### config.mk
export PLATFORM = sky130hd
export DESIGN_NAME = syscall_ctrl
export DESIGN_NICKNAME = d
export VERILOG_FILES = /design/src/rtl/syscall_ctrl.sv
export SDC_FILE = /design/constraint.sdc
export NUM_CORES = 1
export LEC_CHECK = 0
export BUFFER_PORTS_ARGS = -buffer_cell sky130_fd_sc_hd__buf_4
export CAP_MARGIN = 20
export CORE_ASPECT_RATIO = 0.7
export CORE_MARGIN = 3
export CORE_UTILIZATION = 36
export DETAILED_ROUTE_END_ITERATION = 8
export GPL_TIMING_DRIVEN = 0
export HOLD_SLACK_MARGIN = 0.06
export PLACE_DENSITY = 0.66
export SETUP_SLACK_MARGIN = 0.1
export SLEW_MARGIN = 0
export SYNTH_ARGS = -nofsm -noshare
export SYNTH_HDL_FRONTEND = slang
export SYNTH_SLANG_ARGS = --single-unit
### constraint.sdc
create_clock -name clk -period 4.8 [get_ports clk]
set_input_delay 0.24 -clock clk [delete_from_list [all_inputs] [get_ports clk]]
set_output_delay 0.24 -clock clk [all_outputs]
set_load 0.05 [all_outputs]
### src/rtl/syscall_ctrl.sv
// ---------------------------------------------------------------------------
// syscall_ctrl
//
// Multi-cycle sequencer that sits behind the syscall instruction of the
// single-cycle MIPS core. When the decoder flags a syscall (Enable), the
// service code ($v0) and argument ($a0) are captured and the core is frozen
// (Stall) while the service runs:
//   code 1  : print-int  - Hex takes the argument and is held on screen for
//                          HOLD_CYCLES cycles with the core still stalled.
//   code 11 : print-char - Char takes the low byte of the argument and
//                          CharValid strobes for one cycle.
//   code 10 : exit       - Halt is set and the core stays stalled until reset.
//   other   : unknown    - sticky Err is set, the syscall otherwise retires.
// Completion is reported with a one-cycle Done pulse, in a cycle where Stall
// is low, so the core retires the syscall on that same edge.
//
// Handshake: Enable is a level request that the core keeps high for as long
// as Stall holds it on the syscall instruction. The controller accepts it in
// IDLE only. Done is the single-cycle completion strobe; the Enable still
// present in the Done cycle belongs to the retiring syscall and is ignored.
// A new request is only recognised once the controller is back in IDLE.
//
// Parameters
//   HOLD_CYCLES  cycles Hex is held with the core stalled (must be >= 1)
//   CNT_W        width of SyscallCount
//
// Ports
//   clk           in   1      system clock, rising edge
//   reset         in   1      synchronous reset, active low
//   Enable        in   1      syscall decoded this cycle (held while stalled)
//   v0            in   32     service code
//   a0            in   32     service argument
//   Stall         out  1      freeze PC / register file writes this cycle
//   Done          out  1      one-cycle pulse, syscall may retire
//   Halt          out  1      sticky, exit service executed
//   Hex           out  32     last print-int argument
//   Char          out  8      last print-char byte
//   CharValid     out  1      one-cycle strobe, Char updated
//   Err           out  1      sticky, unknown service code seen
//   SyscallCount  out  CNT_W  completed syscalls (exit included), saturating
//   dbg_state     out  3      current sequencer state, for observation only
// ---------------------------------------------------------------------------
module syscall_ctrl #(
    parameter int HOLD_CYCLES = 4,
    parameter int CNT_W       = 16
) (
    input  logic             clk,
    input  logic             reset,
    input  logic             Enable,
    input  logic [31:0]      v0,
    input  logic [31:0]      a0,
    output logic             Stall,
    output logic             Done,
    output logic             Halt,
    output logic [31:0]      Hex,
    output logic [7:0]       Char,
    output logic             CharValid,
    output logic             Err,
    output logic [CNT_W-1:0] SyscallCount,
    output logic [2:0]       dbg_state
);

    // -----------------------------------------------------------------------
    // State encoding
    // -----------------------------------------------------------------------
    localparam logic [2:0] S_IDLE   = 3'd0;
    localparam logic [2:0] S_EXEC   = 3'd1;
    localparam logic [2:0] S_HOLD   = 3'd2;
    localparam logic [2:0] S_DONE   = 3'd3;
    localparam logic [2:0] S_HALTED = 3'd4;

    // Service codes understood by this controller.
    localparam logic [31:0] SVC_PRINT_INT  = 32'd1;
    localparam logic [31:0] SVC_EXIT       = 32'd10;
    localparam logic [31:0] SVC_PRINT_CHAR = 32'd11;

    // The hold counter runs HOLD_CYCLES-1 down to 0, so it needs enough bits
    // for HOLD_CYCLES-1 and at least one bit when HOLD_CYCLES is 1.
    localparam int HOLD_W = (HOLD_CYCLES > 1) ? $clog2(HOLD_CYCLES) : 1;
    localparam logic [HOLD_W-1:0] HOLD_LAST = HOLD_W'(HOLD_CYCLES - 1);

    // -----------------------------------------------------------------------
    // Registers
    // -----------------------------------------------------------------------
    logic [2:0]        state;
    logic [2:0]        state_nxt;
    logic [31:0]       code_q;
    logic [31:0]       arg_q;
    logic [HOLD_W-1:0] hold_cnt;

    // Decoded service of the latched request.
    logic is_print_int;
    logic is_print_char;
    logic is_exit;
    logic is_unknown;

    // A syscall counts as completed when it retires (DONE) or when exit
    // executes, since exit never reaches DONE.
    logic count_event;
    logic count_full;

    assign is_print_int  = (code_q == SVC_PRINT_INT);
    assign is_print_char = (code_q == SVC_PRINT_CHAR);
    assign is_exit       = (code_q == SVC_EXIT);
    assign is_unknown    = !(is_print_int || is_print_char || is_exit);

    assign count_event = (state == S_DONE) || ((state == S_EXEC) && is_exit);
    assign count_full  = (SyscallCount == {CNT_W{1'b1}});

    assign dbg_state = state;

    // -----------------------------------------------------------------------
    // Next-state logic
    // -----------------------------------------------------------------------
    always_comb begin
        state_nxt = state;
        case (state)
            S_IDLE: begin
                if (Enable) begin
                    state_nxt = S_EXEC;
                end
            end
            S_EXEC: begin
                if (is_print_int) begin
                    state_nxt = S_HOLD;
                end else if (is_exit) begin
                    state_nxt = S_HALTED;
                end else begin
                    // print-char and unknown codes both retire right away.
                    state_nxt = S_DONE;
                end
            end
            S_HOLD: begin
                if (hold_cnt == '0) begin
                    state_nxt = S_DONE;
                end
            end
            S_DONE: begin
                // Enable here is still the retiring syscall; never re-arm.
                state_nxt = S_IDLE;
            end
            S_HALTED: begin
                state_nxt = S_HALTED;
            end
            default: begin
                state_nxt = S_IDLE;
            end
        endcase
    end

    // -----------------------------------------------------------------------
    // Handshake outputs
    // -----------------------------------------------------------------------
    // In IDLE the stall follows Enable combinationally so the request cycle
    // itself never advances the PC. The request term is masked while reset
    // is asserted so a held Enable does not show up as a stall during reset.
    always_comb begin
        Stall = 1'b0;
        Done  = 1'b0;
        case (state)
            S_IDLE:   Stall = Enable && reset;
            S_EXEC:   Stall = 1'b1;
            S_HOLD:   Stall = 1'b1;
            S_DONE:   Done  = 1'b1;
            S_HALTED: Stall = 1'b1;
            default: begin
                Stall = 1'b0;
                Done  = 1'b0;
            end
        endcase
    end

    // -----------------------------------------------------------------------
    // State, request latch and service datapath
    // -----------------------------------------------------------------------
    always_ff @(posedge clk) begin
        if (!reset) begin
            state        <= S_IDLE;
            code_q       <= '0;
            arg_q        <= '0;
            hold_cnt     <= '0;
            Halt         <= 1'b0;
            Hex          <= '0;
            Char         <= '0;
            CharValid    <= 1'b0;
            Err          <= 1'b0;
            SyscallCount <= '0;
        end else begin
            state     <= state_nxt;
            // Strobe: high only in the cycle after EXEC of a print-char.
            CharValid <= 1'b0;

            // Capture only on acceptance, so later v0/a0 changes cannot
            // disturb the running service.
            if ((state == S_IDLE) && Enable) begin
                code_q <= v0;
                arg_q  <= a0;
            end

            if (state == S_EXEC) begin
                if (is_print_int) begin
                    Hex      <= arg_q;
                    hold_cnt <= HOLD_LAST;
                end
                if (is_print_char) begin
                    Char      <= arg_q[7:0];
                    CharValid <= 1'b1;
                end
                if (is_exit) begin
                    Halt <= 1'b1;
                end
                if (is_unknown) begin
                    Err <= 1'b1;
                end
            end

            // The HOLD state lasts until the counter has reached zero, which
            // gives exactly HOLD_CYCLES cycles starting from HOLD_LAST.
            if ((state == S_HOLD) && (hold_cnt != '0)) begin
                hold_cnt <= hold_cnt - HOLD_W'(1);
            end

            if (count_event && !count_full) begin
                SyscallCount <= SyscallCount + CNT_W'(1);
            end
        end
    end

endmodule

==> flow_metrics.env, run 1 <==
export IMPL_outcome="complete, no violations"
export IMPL_leakagePower_nw=2.65
export IMPL_grt_ovfl_total=0
export IMPL_synthesis_nets=646
export IMPL_grt_max_degree=17
export IMPL_io_buffers=130
export IMPL_pwr_share_comb_pct=16.9
export IMPL_synth_edf_count=0
export IMPL_power_density_mw_per_mm2=444
export IMPL_setup_worst_path_start_class="register"
export IMPL_ctsHoldBuffers=0
export IMPL_yosysWarnings=0
export IMPL_drv_slew=0
export IMPL_cts_root_buffer="clkbuf_16"
export IMPL_cp_end_kind="register"
export IMPL_start_util_pct=37.4
export IMPL_row_count=35
export IMPL_fin_crit_sh_pct=54.9
export IMPL_drt_iter0_markers=256
export IMPL_areaGrowthSynthToFinish_pct=36.2
export IMPL_wl_per_cell_um=14.3
export IMPL_seqPwrFrac_pct=40.3
export IMPL_antenna_found_initial=0
export IMPL_ys_seq_area_share_pct=51.5
export IMPL_clk_pin_slew_ns=0.06
export IMPL_synth_distinct_cells=40
export IMPL_drive_above_1_share_pct=24.7
export IMPL_cts_sinks=128
export IMPL_cts_htree_levels=4
export IMPL_dieArea_mm2=0.0153
export IMPL_final_min_clock_period_ns=2.63
export IMPL_fin_skew_ns=0.00871
export IMPL_power_internal_mw=2.14
export IMPL_p_switching_mw=0.864
export IMPL_clock_latency_ns=0.40
export IMPL_nets=795
export IMPL_fin_tns_setup_ns=0
export IMPL_crit_slowest_cell="nor4_1"
export IMPL_synth_ff_type="dfxtp_1"
export IMPL_vias_per_cell=4.89
export IMPL_core_area_mm2=0.0133
export IMPL_slowest_delay_ns=0.65
export IMPL_rsz0062_at_grt="false"
export IMPL_arrival_ns=2.89
export IMPL_drc_errors=0
export IMPL_synth_seq_cells=128
export IMPL_crit_type="reg -> reg"
export IMPL_drv_cap=0
export IMPL_critPathMaxFanout=10
export IMPL_die_y_um=104
export IMPL_tightest_slew_ns=0.838
export IMPL_track_usage_pct=16.9
export IMPL_relSlewSlack_pct=43.6
export IMPL_hold_violations=0
export IMPL_syn_avg_cell_area_um2=8.62
export IMPL_postCtsSetupBuffers=0
export IMPL_cts_resized=0
export IMPL_synthCells=577
export IMPL_post_place_cells=892
export IMPL_met3WireLength_um=509
export IMPL_hold_path_class="in -> reg"
export IMPL_syn_area_mm2=0.00497
export IMPL_final_antenna_net_count=0
export IMPL_cts_tree="done"
export IMPL_ir_drop_v=0.000218
export IMPL_ys_async_sr_fraction_pct=0
export IMPL_cpMostUsedCell="buf_2"
export IMPL_met2WireLength_um=6180
export IMPL_routedLengthMet1_um=6460
export IMPL_wl_um=13200
export IMPL_swShare_pct=28.7
export IMPL_layout_cells_non_filler=923
export IMPL_die_w_um=146
export IMPL_ios=131
export IMPL_grt_pass1_vias=4323
export IMPL_ctsLongestPathBuffers=2
export IMPL_gp_congestion=0.869
export IMPL_top_layer_used="met4"
export IMPL_dr_pass1_iters=4
export IMPL_diodes=0
export IMPL_pwr_share_clk_pct=42.8
export IMPL_hpwl_um=9620
export IMPL_numCtsBuffers=17
export IMPL_fmax_mhz=380
export IMPL_path_cells="ha_1, nand2_1, or2_2, nor4_1, buf_2, buf_2, nand3b_1, a21oi_1"
export IMPL_final_setup_viol_count=0
export IMPL_vias=4511
export IMPL_grt_pass1_wl_um=21000
export IMPL_cp_required_ns=5.06
-- Yosys cell counts, types with 2 or more instances --
| master | number | area share (%) |
|---|---|---|
| nand2_1 | 148 | 11 |
| dfxtp_1 | 128 | 52 |
| a21oi_1 | 80 | 8.1 |
| nor2_1 | 47 | 3.5 |
| mux2i_1 | 44 | 8.9 |
| clkbuf_1 | 24 | 1.8 |
| o31ai_1 | 10 | 1.5 |
| or4_1 | 10 | 1.5 |
| inv_1 | 7 | 0.53 |
| nand3_1 | 7 | 0.70 |
| buf_2 | 6 | 0.60 |
| nor4_1 | 6 | 0.75 |
| nor4_2 | 6 | 1.5 |
| buf_1 | 5 | 0.38 |
| nand2b_1 | 5 | 0.63 |
| nor2b_1 | 4 | 0.50 |
| nor3_1 | 4 | 0.40 |
| or2_2 | 4 | 0.50 |
| a211oi_1 | 3 | 0.45 |
| and2_1 | 3 | 0.38 |
| o21ai_0 | 3 | 0.30 |
| ha_1 | 2 | 0.50 |
| nand4_2 | 2 | 0.50 |
| nor3b_1 | 2 | 0.30 |
| or3_1 | 2 | 0.25 |
-- power by group through the flow --
stage	registers, mW	logic (mW)	clock network, mW
3_3_place_gp	1.23	0.496	0
5_1_grt	1.22	0.565	1.35
3_5_place_dp	1.23	0.508	0
4_1_cts	1.21	0.511	1.31
2_1_floorplan	1.25	0.317	0
6_report	1.21	0.507	1.29
-- critical path, delay by kind of cell (launching register included) --
family                   cells  cell delay, ns
AND/OR/NAND/NOR              4            1.21
AO/OA/AOI/OAI                1            0.06
buffers and inverters        2            0.59
adder cells (fa/ha/maj)      1            0.23
flip-flops                   1            0.39
-- through the flow --
stage	setup slack [ns]	utilization (%)	instance area [µm²]	total power, mW	hold slack [ns]
2_1_floorplan	2.36	-	4970	1.57	0.376
3_3_place_gp	2.32	46.4	6180	1.73	0.441
3_5_place_dp	2.24	46.4	6180	1.74	0.441
4_1_cts	2.21	50.9	6770	3.03	0.0657
5_1_grt	1.94	50.9	6770	3.14	0.0759
6_report	2.17	50.9	6770	3.01	0.0868
-- path summary, 6_finish.rpt --
path / start / to / slack, ns / depth (start not counted)
hold reg to reg: Halt / Halt / 0.45 / 2
setup reg to reg: SyscallCount[0] / SyscallCount[1] / 2.17 / 8
hold / removal: a0[28] / arg_q[28] / 0.09 / 3
setup / recovery: SyscallCount[0] / SyscallCount[1] / 2.17 / 8
-- final cells by class --
| class | count | area, µm² |
|---|---|---|
| Buffer | 36 | 150 |
| Clock buffer | 17 | 425 |
| Clock inverter | 14 | 166 |
| Fill cell | 1282 | 6540 |
| Inverter | 7 | 26.3 |
| Multi-Input combinational cell | 406 | 2230 |
| Sequential cell | 128 | 2560 |
| Tap cell | 185 | 231 |
| Timing Repair Buffer | 130 | 976 |
-- cell families (layout without fill, tap and decap cells) --
| group | after synthesis | count (layout) | share of synthesized area [%] |
|---|---|---|---|
| flops | 128 | 128 | 51.5 |
| mux | 44 | 44 | 8.86 |
| compound gates | 104 | 104 | 11.6 |
| simple gates | 255 | 255 | 23.7 |
| fa+ha+maj | 3 | 3 | 0.704 |
| buf+inv | 43 | 204 | 3.55 |
-- routing by layer --
metal / track usage [%] / vias up
li1: - / 2266
met5: 0 / -
met2: 26.7 / 109
met1: 23.0 / 2127
met4: 5.64 / 0
met3: 3.57 / 9
-- flip-flops by register name (all words and copies together) (netlist names), 2 cells and up --
signal	cells
arg_q	32
Char	8
dbg_state	3
hold_cnt	2
SyscallCount	16
code_q	32
Hex	32
-- placed cells by master, fill, tap and decap left out, types with 2 or more instances in the layout --
| master | n |
|---|---|
| nand3_1 | 7 |
| nor3_1 | 4 |
| and2_1 | 3 |
| nand4_2 | 2 |
| inv_1 | 7 |
| nor4_1 | 6 |
| nor3b_1 | 2 |
| clkinv_4 | 2 |
| ha_1 | 2 |
| dfxtp_1 | 128 |
| a211oi_1 | 3 |
| clkinvlp_4 | 4 |
| nor4_2 | 6 |
| nor2_1 | 47 |
| buf_4 | 130 |
| o31ai_1 | 10 |
| clkbuf_16 | 17 |
| clkinv_2 | 4 |
| or2_2 | 4 |
| nor2b_1 | 4 |
| buf_2 | 6 |
| or3_1 | 2 |
| a21oi_1 | 80 |
| nand2_1 | 148 |
| o21ai_0 | 3 |
| nand2b_1 | 5 |
| or4_1 | 10 |
| clkbuf_1 | 24 |
| bufinv_16 | 3 |
| buf_1 | 5 |
| mux2i_1 | 44 |
(Power assumes the default switching activity.)
==> inputs of run 2 (changes only) <==
- clock period: 4.8 -> 2.5 ns (I/O delays scaled with it)
==> run 2 against run 1 <==
Critical path depth decreased by 2. Register-to-register slack got worse by 2.0 ns. Via count increased by 7.8%. Power increased by 110%. Largest cell class unchanged. First-iteration DRC count increased by 1.6%. Design area increased by 12%. Sequential power increased by 93%. Core utilization increased by 6.0 points. Sequential share of layout area decreased by 4.0 points. Clock power increased by 110%. Largest power group unchanged.
==> flow_metrics.env, run 2 (synthesis results as in run 1) <==
export IMPL_whs_path_depth=5
export IMPL_arrival_ns=2.58
export IMPL_swShare_pct=28.1
export IMPL_vias_per_cell=4.88
export IMPL_pwr_share_comb_pct=17.9
export IMPL_cts_htree_levels=4
export IMPL_ctsLongestPathBuffers=2
export IMPL_grt_pass1_wl_um=23400
export IMPL_ir_drop_v=0.000460
export IMPL_cts_tree="done"
export IMPL_critPathMaxFanout=8
export IMPL_wl_um=14400
export IMPL_fmax_mhz=438
export IMPL_fin_tns_setup_ns=0
export IMPL_n_fill_cell=1154
export IMPL_drive_above_1_share_pct=24.1
export IMPL_setup_worst_path_start_class="register"
export IMPL_row_count=35
export IMPL_p_switching_mw=1.74
export IMPL_hold_path_class="in -> reg"
export IMPL_hpwl_um=9760
export IMPL_slowest_delay_ns=0.51
export IMPL_cts_sinks=128
export IMPL_cts_root_buffer="clkbuf_16"
export IMPL_outcome="complete, no violations"
export IMPL_clock_latency_ns=0.41
export IMPL_fin_area_mm2=0.00757
export IMPL_fin_crit_sh_pct=91.4
export IMPL_numCtsBuffers=17
export IMPL_r2r_cells=6
export IMPL_drv_cap=0
export IMPL_leakagePower_nw=3.02
export IMPL_vias=4865
export IMPL_dieArea_mm2=0.0153
export IMPL_core_area_mm2=0.0133
export IMPL_die_y_um=104
export IMPL_drt_iter0_markers=260
export IMPL_path_cells="nor2b_1, nand2_1, o31a_1, buf_4, or4_1, o211a_1"
export IMPL_grt_pass1_vias=4777
export IMPL_drc_errors=0
export IMPL_nets=868
export IMPL_start_util_pct=37.4
export IMPL_diodes=0
export IMPL_rsz0062_at_grt="false"
export IMPL_antenna_found_initial=0
export IMPL_track_usage_pct=18.8
export IMPL_drv_slew=0
export IMPL_die_w_um=146
export IMPL_fin_skew_ns=0.00980
export IMPL_seqPwrFrac_pct=37.7
export IMPL_crit_type="reg -> reg"
export IMPL_tightest_slew_ns=0.682
export IMPL_layout_common_cells="148 x nand2_1, 139 x buf_4, 126 x dfxtp_1"
export IMPL_final_min_clock_period_ns=2.29
export IMPL_grt_max_degree=17
export IMPL_relSlewSlack_pct=54.5
export IMPL_layout_commonest_cell="nand2_1"
export IMPL_pre_cts_ws_ns=0.0388
export IMPL_cp_required_ns=2.79
export IMPL_areaGrowthSynthToFinish_pct=52.3
export IMPL_clk_pin_slew_ns=0.06
export IMPL_placed_area_mm2=0.00618
export IMPL_io_buffers=130
export IMPL_cp_end_kind="register"
export IMPL_setup_slack_ns=0.214
export IMPL_crit_slowest_cell="or4_1"
export IMPL_wl_per_cell_um=14.5
export IMPL_hold_violations=0
export IMPL_ios=131
export IMPL_final_antenna_net_count=0
export IMPL_gp_congestion=0.849
export IMPL_dr_pass1_iters=5
export IMPL_power_density_mw_per_mm2=816
export IMPL_whs_ns=0.163
export IMPL_final_setup_viol_count=0
export IMPL_pwr_share_clk_pct=44.4
export IMPL_power_internal_mw=4.45
export IMPL_grt_ovfl_total=0
export IMPL_largest_registers="Hex: 32 flops, arg_q: 32 flops, code_q: 32 flops"
==> run 2: critical path: cells and delay by family (launching register included) <==
| family | cells | cell delay [ns] |
|---|---|---|
| AND/OR/NAND/NOR | 3 | 0.92 |
| AO/OA/AOI/OAI | 2 | 0.62 |
| flip-flops | 1 | 0.46 |
| buffers and inverters | 1 | 0.17 |
==> run 2: layer usage <==
| layer | global-route usage, % | vias up | part of all wire [%] |
|---|---|---|---|
| met5 | 0 | - | 0 |
| li1 | - | 2418 | - |
| met1 | 24.0 | 2283 | 47 |
| met4 | 5.91 | 0 | 1.3 |
| met3 | 4.66 | 21 | 4.3 |
| met2 | 31.3 | 143 | 48 |
==> run 2: stage by stage <==
stage	power, mW	util, %	instances
finish	6.18	56.9	997
global route	6.47	56.9	997
CTS	6.21	56.3	989
detailed placement	3.35	46.4	892
global placement	3.31	46.4	892
floorplan	3.01	-	577
==> run 2: worst paths after layout <==
check	startpoint	end	slack (ns)
worst min-delay path	Enable	dbg_state[0]	0.16
worst max-delay path	dbg_state[0]	SyscallCount[14]	0.21
worst max register to register	dbg_state[0]	SyscallCount[14]	0.21
worst min register to register	Halt	Halt	0.45
==> run 2: repair_timing <==
| item | in CTS | in global routing |
|---|---|---|
| gates resized for setup | 1 | 4 |
| setup buffers | 0 | 9 |
| hold endpoints to repair | 67 | 0 |
| hold buffers | 65 | 0 |
| pin swaps | 1 | 4 |
| setup endpoints to repair | 10 | 103 |
==> run 2: area by class of cell <==
cell class                      count  area [µm²]  share of cell area, %
Timing Repair Buffer              204        1690                   22.4
Clock buffer                       18         429                   5.67
Multi-Input combinational cell    406        2250                   29.8
Tap cell                          185         231                   3.06
Sequential cell                   128        2560                   33.9
Inverter                            7        26.3                  0.347
Buffer                             35         148                   1.95
Clock inverter                     14         226                   2.99
==> run 2: power groups by stage <==
stage	Sequential, mW	Clock [mW]	Combinational (mW)
6_report	2.33	2.75	1.11
4_1_cts	2.33	2.81	1.07
5_1_grt	2.35	2.90	1.22
2_1_floorplan	2.41	0	0.608
3_3_place_gp	2.36	0	0.953
3_5_place_dp	2.37	0	0.981
==> inputs of run 3 (changes only) <==
- GPL_TIMING_DRIVEN: 0 -> not set
==> run 3 against run 2 <==
Worst setup slack improved by 0.084 ns. Non-clock buffer count down 31. Fmax is 3.8% higher.
==> flow_metrics.env, run 3 (synthesis results as in run 1) <==
export IMPL_start_util_pct=37.4
export IMPL_r2r_start="code_q[11]"
export IMPL_die_y_um=104
export IMPL_final_antenna_net_count=0
export IMPL_tightest_slew_ns=0.695
export IMPL_cts_tree="done"
export IMPL_arrival_ns=2.53
export IMPL_vias=4566
export IMPL_reg2reg_slack_ns=0.30
export IMPL_cts_htree_levels=4
export IMPL_fin_area_mm2=0.00740
export IMPL_core_area_mm2=0.0133
export IMPL_final_setup_viol_count=0
export IMPL_cp_end_kind="register"
export IMPL_wl_um=13100
export IMPL_outcome="complete, no violations"
export IMPL_r2r_cells=6
export IMPL_fin_crit_sh_pct=88.1
export IMPL_crit_slowest_cell="or4_1"
export IMPL_swShare_pct=28.2
export IMPL_n_fill_cell=1180
export IMPL_layout_cells_non_filler=965
export IMPL_io_buffers=130
export IMPL_antenna_found_initial=0
export IMPL_drc_errors=0
export IMPL_largest_registers="Hex: 32 flops, arg_q: 32 flops, code_q: 32 flops"
export IMPL_diodes=0
export IMPL_grt_max_degree=65
export IMPL_grt_pass1_vias=4505
export IMPL_wl_per_cell_um=13.6
export IMPL_vias_per_cell=4.73
export IMPL_p_switching_mw=1.64
export IMPL_crit_start="code_q[11]"
export IMPL_fin_skew_ns=0.0116
export IMPL_row_count=35
export IMPL_rsz0062_at_grt="false"
export IMPL_reg2reg_to="SyscallCount[8]"
export IMPL_postCtsSetupBuffers=0
export IMPL_drv_slew=0
export IMPL_dieArea_mm2=0.0153
export IMPL_placed_area_mm2=0.00616
export IMPL_drive_above_1_share_pct=25.0
export IMPL_drv_cap=0
export IMPL_power_density_mw_per_mm2=788
export IMPL_leakagePower_nw=2.92
export IMPL_areaGrowthSynthToFinish_pct=48.9
export IMPL_fin_tns_setup_ns=0
export IMPL_drt_iter0_markers=262
export IMPL_nets=837
export IMPL_power_internal_mw=4.19
export IMPL_path_cells="nor4_2, nand4_2, o31a_1, buf_4, or4_1, a21oi_1"
export IMPL_track_usage_pct=17.2
export IMPL_seqPwrFrac_pct=40.0
export IMPL_hold_path_class="in -> reg"
export IMPL_ir_drop_v=0.000564
export IMPL_layout_commonest_cell="nand2_1"
export IMPL_dr_pass1_iters=4
export IMPL_critPathMaxFanout=23
export IMPL_cts_resized=0
export IMPL_fin_total_pwr_mw=5.83
export IMPL_cts_sinks=128
export IMPL_layout_common_cells="147 x nand2_1, 142 x buf_4, 126 x dfxtp_1"
export IMPL_cp_endpoint="SyscallCount[8]"
export IMPL_cp_required_ns=2.82
export IMPL_die_w_um=146
export IMPL_ctsLongestPathBuffers=2
export IMPL_clk_pin_slew_ns=0.06
export IMPL_numCtsBuffers=17
export IMPL_fmax_mhz=454
export IMPL_clock_latency_ns=0.40
export IMPL_cts_root_buffer="clkbuf_16"
export IMPL_crit_type="reg -> reg"
export IMPL_relSlewSlack_pct=53.7
export IMPL_grt_ovfl_total=0
export IMPL_pwr_share_clk_pct=42.1
export IMPL_setup_worst_path_start_class="register"
export IMPL_hpwl_um=8720
export IMPL_hold_violations=0
export IMPL_slowest_delay_ns=0.54
export IMPL_gp_congestion=0.850
export IMPL_grt_pass1_wl_um=21900
export IMPL_post_place_cells=869
export IMPL_min_from="Enable"
export IMPL_ios=131
export IMPL_final_min_clock_period_ns=2.20
export IMPL_pwr_share_comb_pct=17.8
[run 3: worst min-delay path by stage]
stage | to | slack (ns) | cells past startpoint
after floorplan | arg_q[10] | 0.26 | 2
after global placement | arg_q[14] | 0.37 | 3
after detailed placement | arg_q[24] | 0.38 | 3
after CTS | dbg_state[0] | 0.14 | 5
after global routing | dbg_state[0] | 0.19 | 5
final | dbg_state[0] | 0.16 | 5
[run 3: worst max-delay path: cells and delay by family, from the launching register on]
kind	cells	cell delay [ns]
AO/OA/AOI/OAI	2	0.54
flip-flops	1	0.32
AND/OR/NAND/NOR	3	1.03
buffers and inverters	1	0.23
[run 3: power groups by stage]
| stage | clock [mW] | combinational, mW | sequential [mW] |
|---|---|---|---|
| finish | 2.46 | 1.04 | 2.34 |
| global route | 2.60 | 1.15 | 2.36 |
| CTS | 2.52 | 1.05 | 2.34 |
| detailed placement | 0 | 0.969 | 2.38 |
| global placement | 0 | 0.947 | 2.36 |
| floorplan | 0 | 0.608 | 2.41 |
[run 3: repair_timing]
| item | in CTS | in global routing |
|---|---|---|
| hold endpoints to repair | 69 | 0 |
| hold buffers | 65 | 0 |
| setup endpoints to repair | 0 | 0 |
[run 3: cell type report]
class / instances / area, µm² / area share (%)
Inverter: 7 / 27.5 / 0.372
Clock inverter: 14 / 166 / 2.25
Multi-Input combinational cell: 406 / 2250 / 30.4
Clock buffer: 17 / 425 / 5.75
Timing Repair Buffer: 208 / 1740 / 23.5
Sequential cell: 128 / 2560 / 34.6
Tap cell: 185 / 231 / 3.13
[run 3: layer usage]
metal	wire [µm]	GRT usage, %	vias up
li1	-	-	2339
met1	6240	22.7	2114
met2	6280	28.0	101
met3	445	3.53	12
met4	176	6.31	0
met5	0	0	-
[run 3: stage by stage]
stage / setup WS (ns) / util, % / hold slack (ns)
2_1_floorplan: 0.149 / - / 0.261
3_3_place_gp: 0.412 / 46.3 / 0.374
3_5_place_dp: 0.313 / 46.3 / 0.380
4_1_cts: 0.291 / 55.6 / 0.138
5_1_grt: 0.168 / 55.6 / 0.190
6_report: 0.298 / 55.6 / 0.160
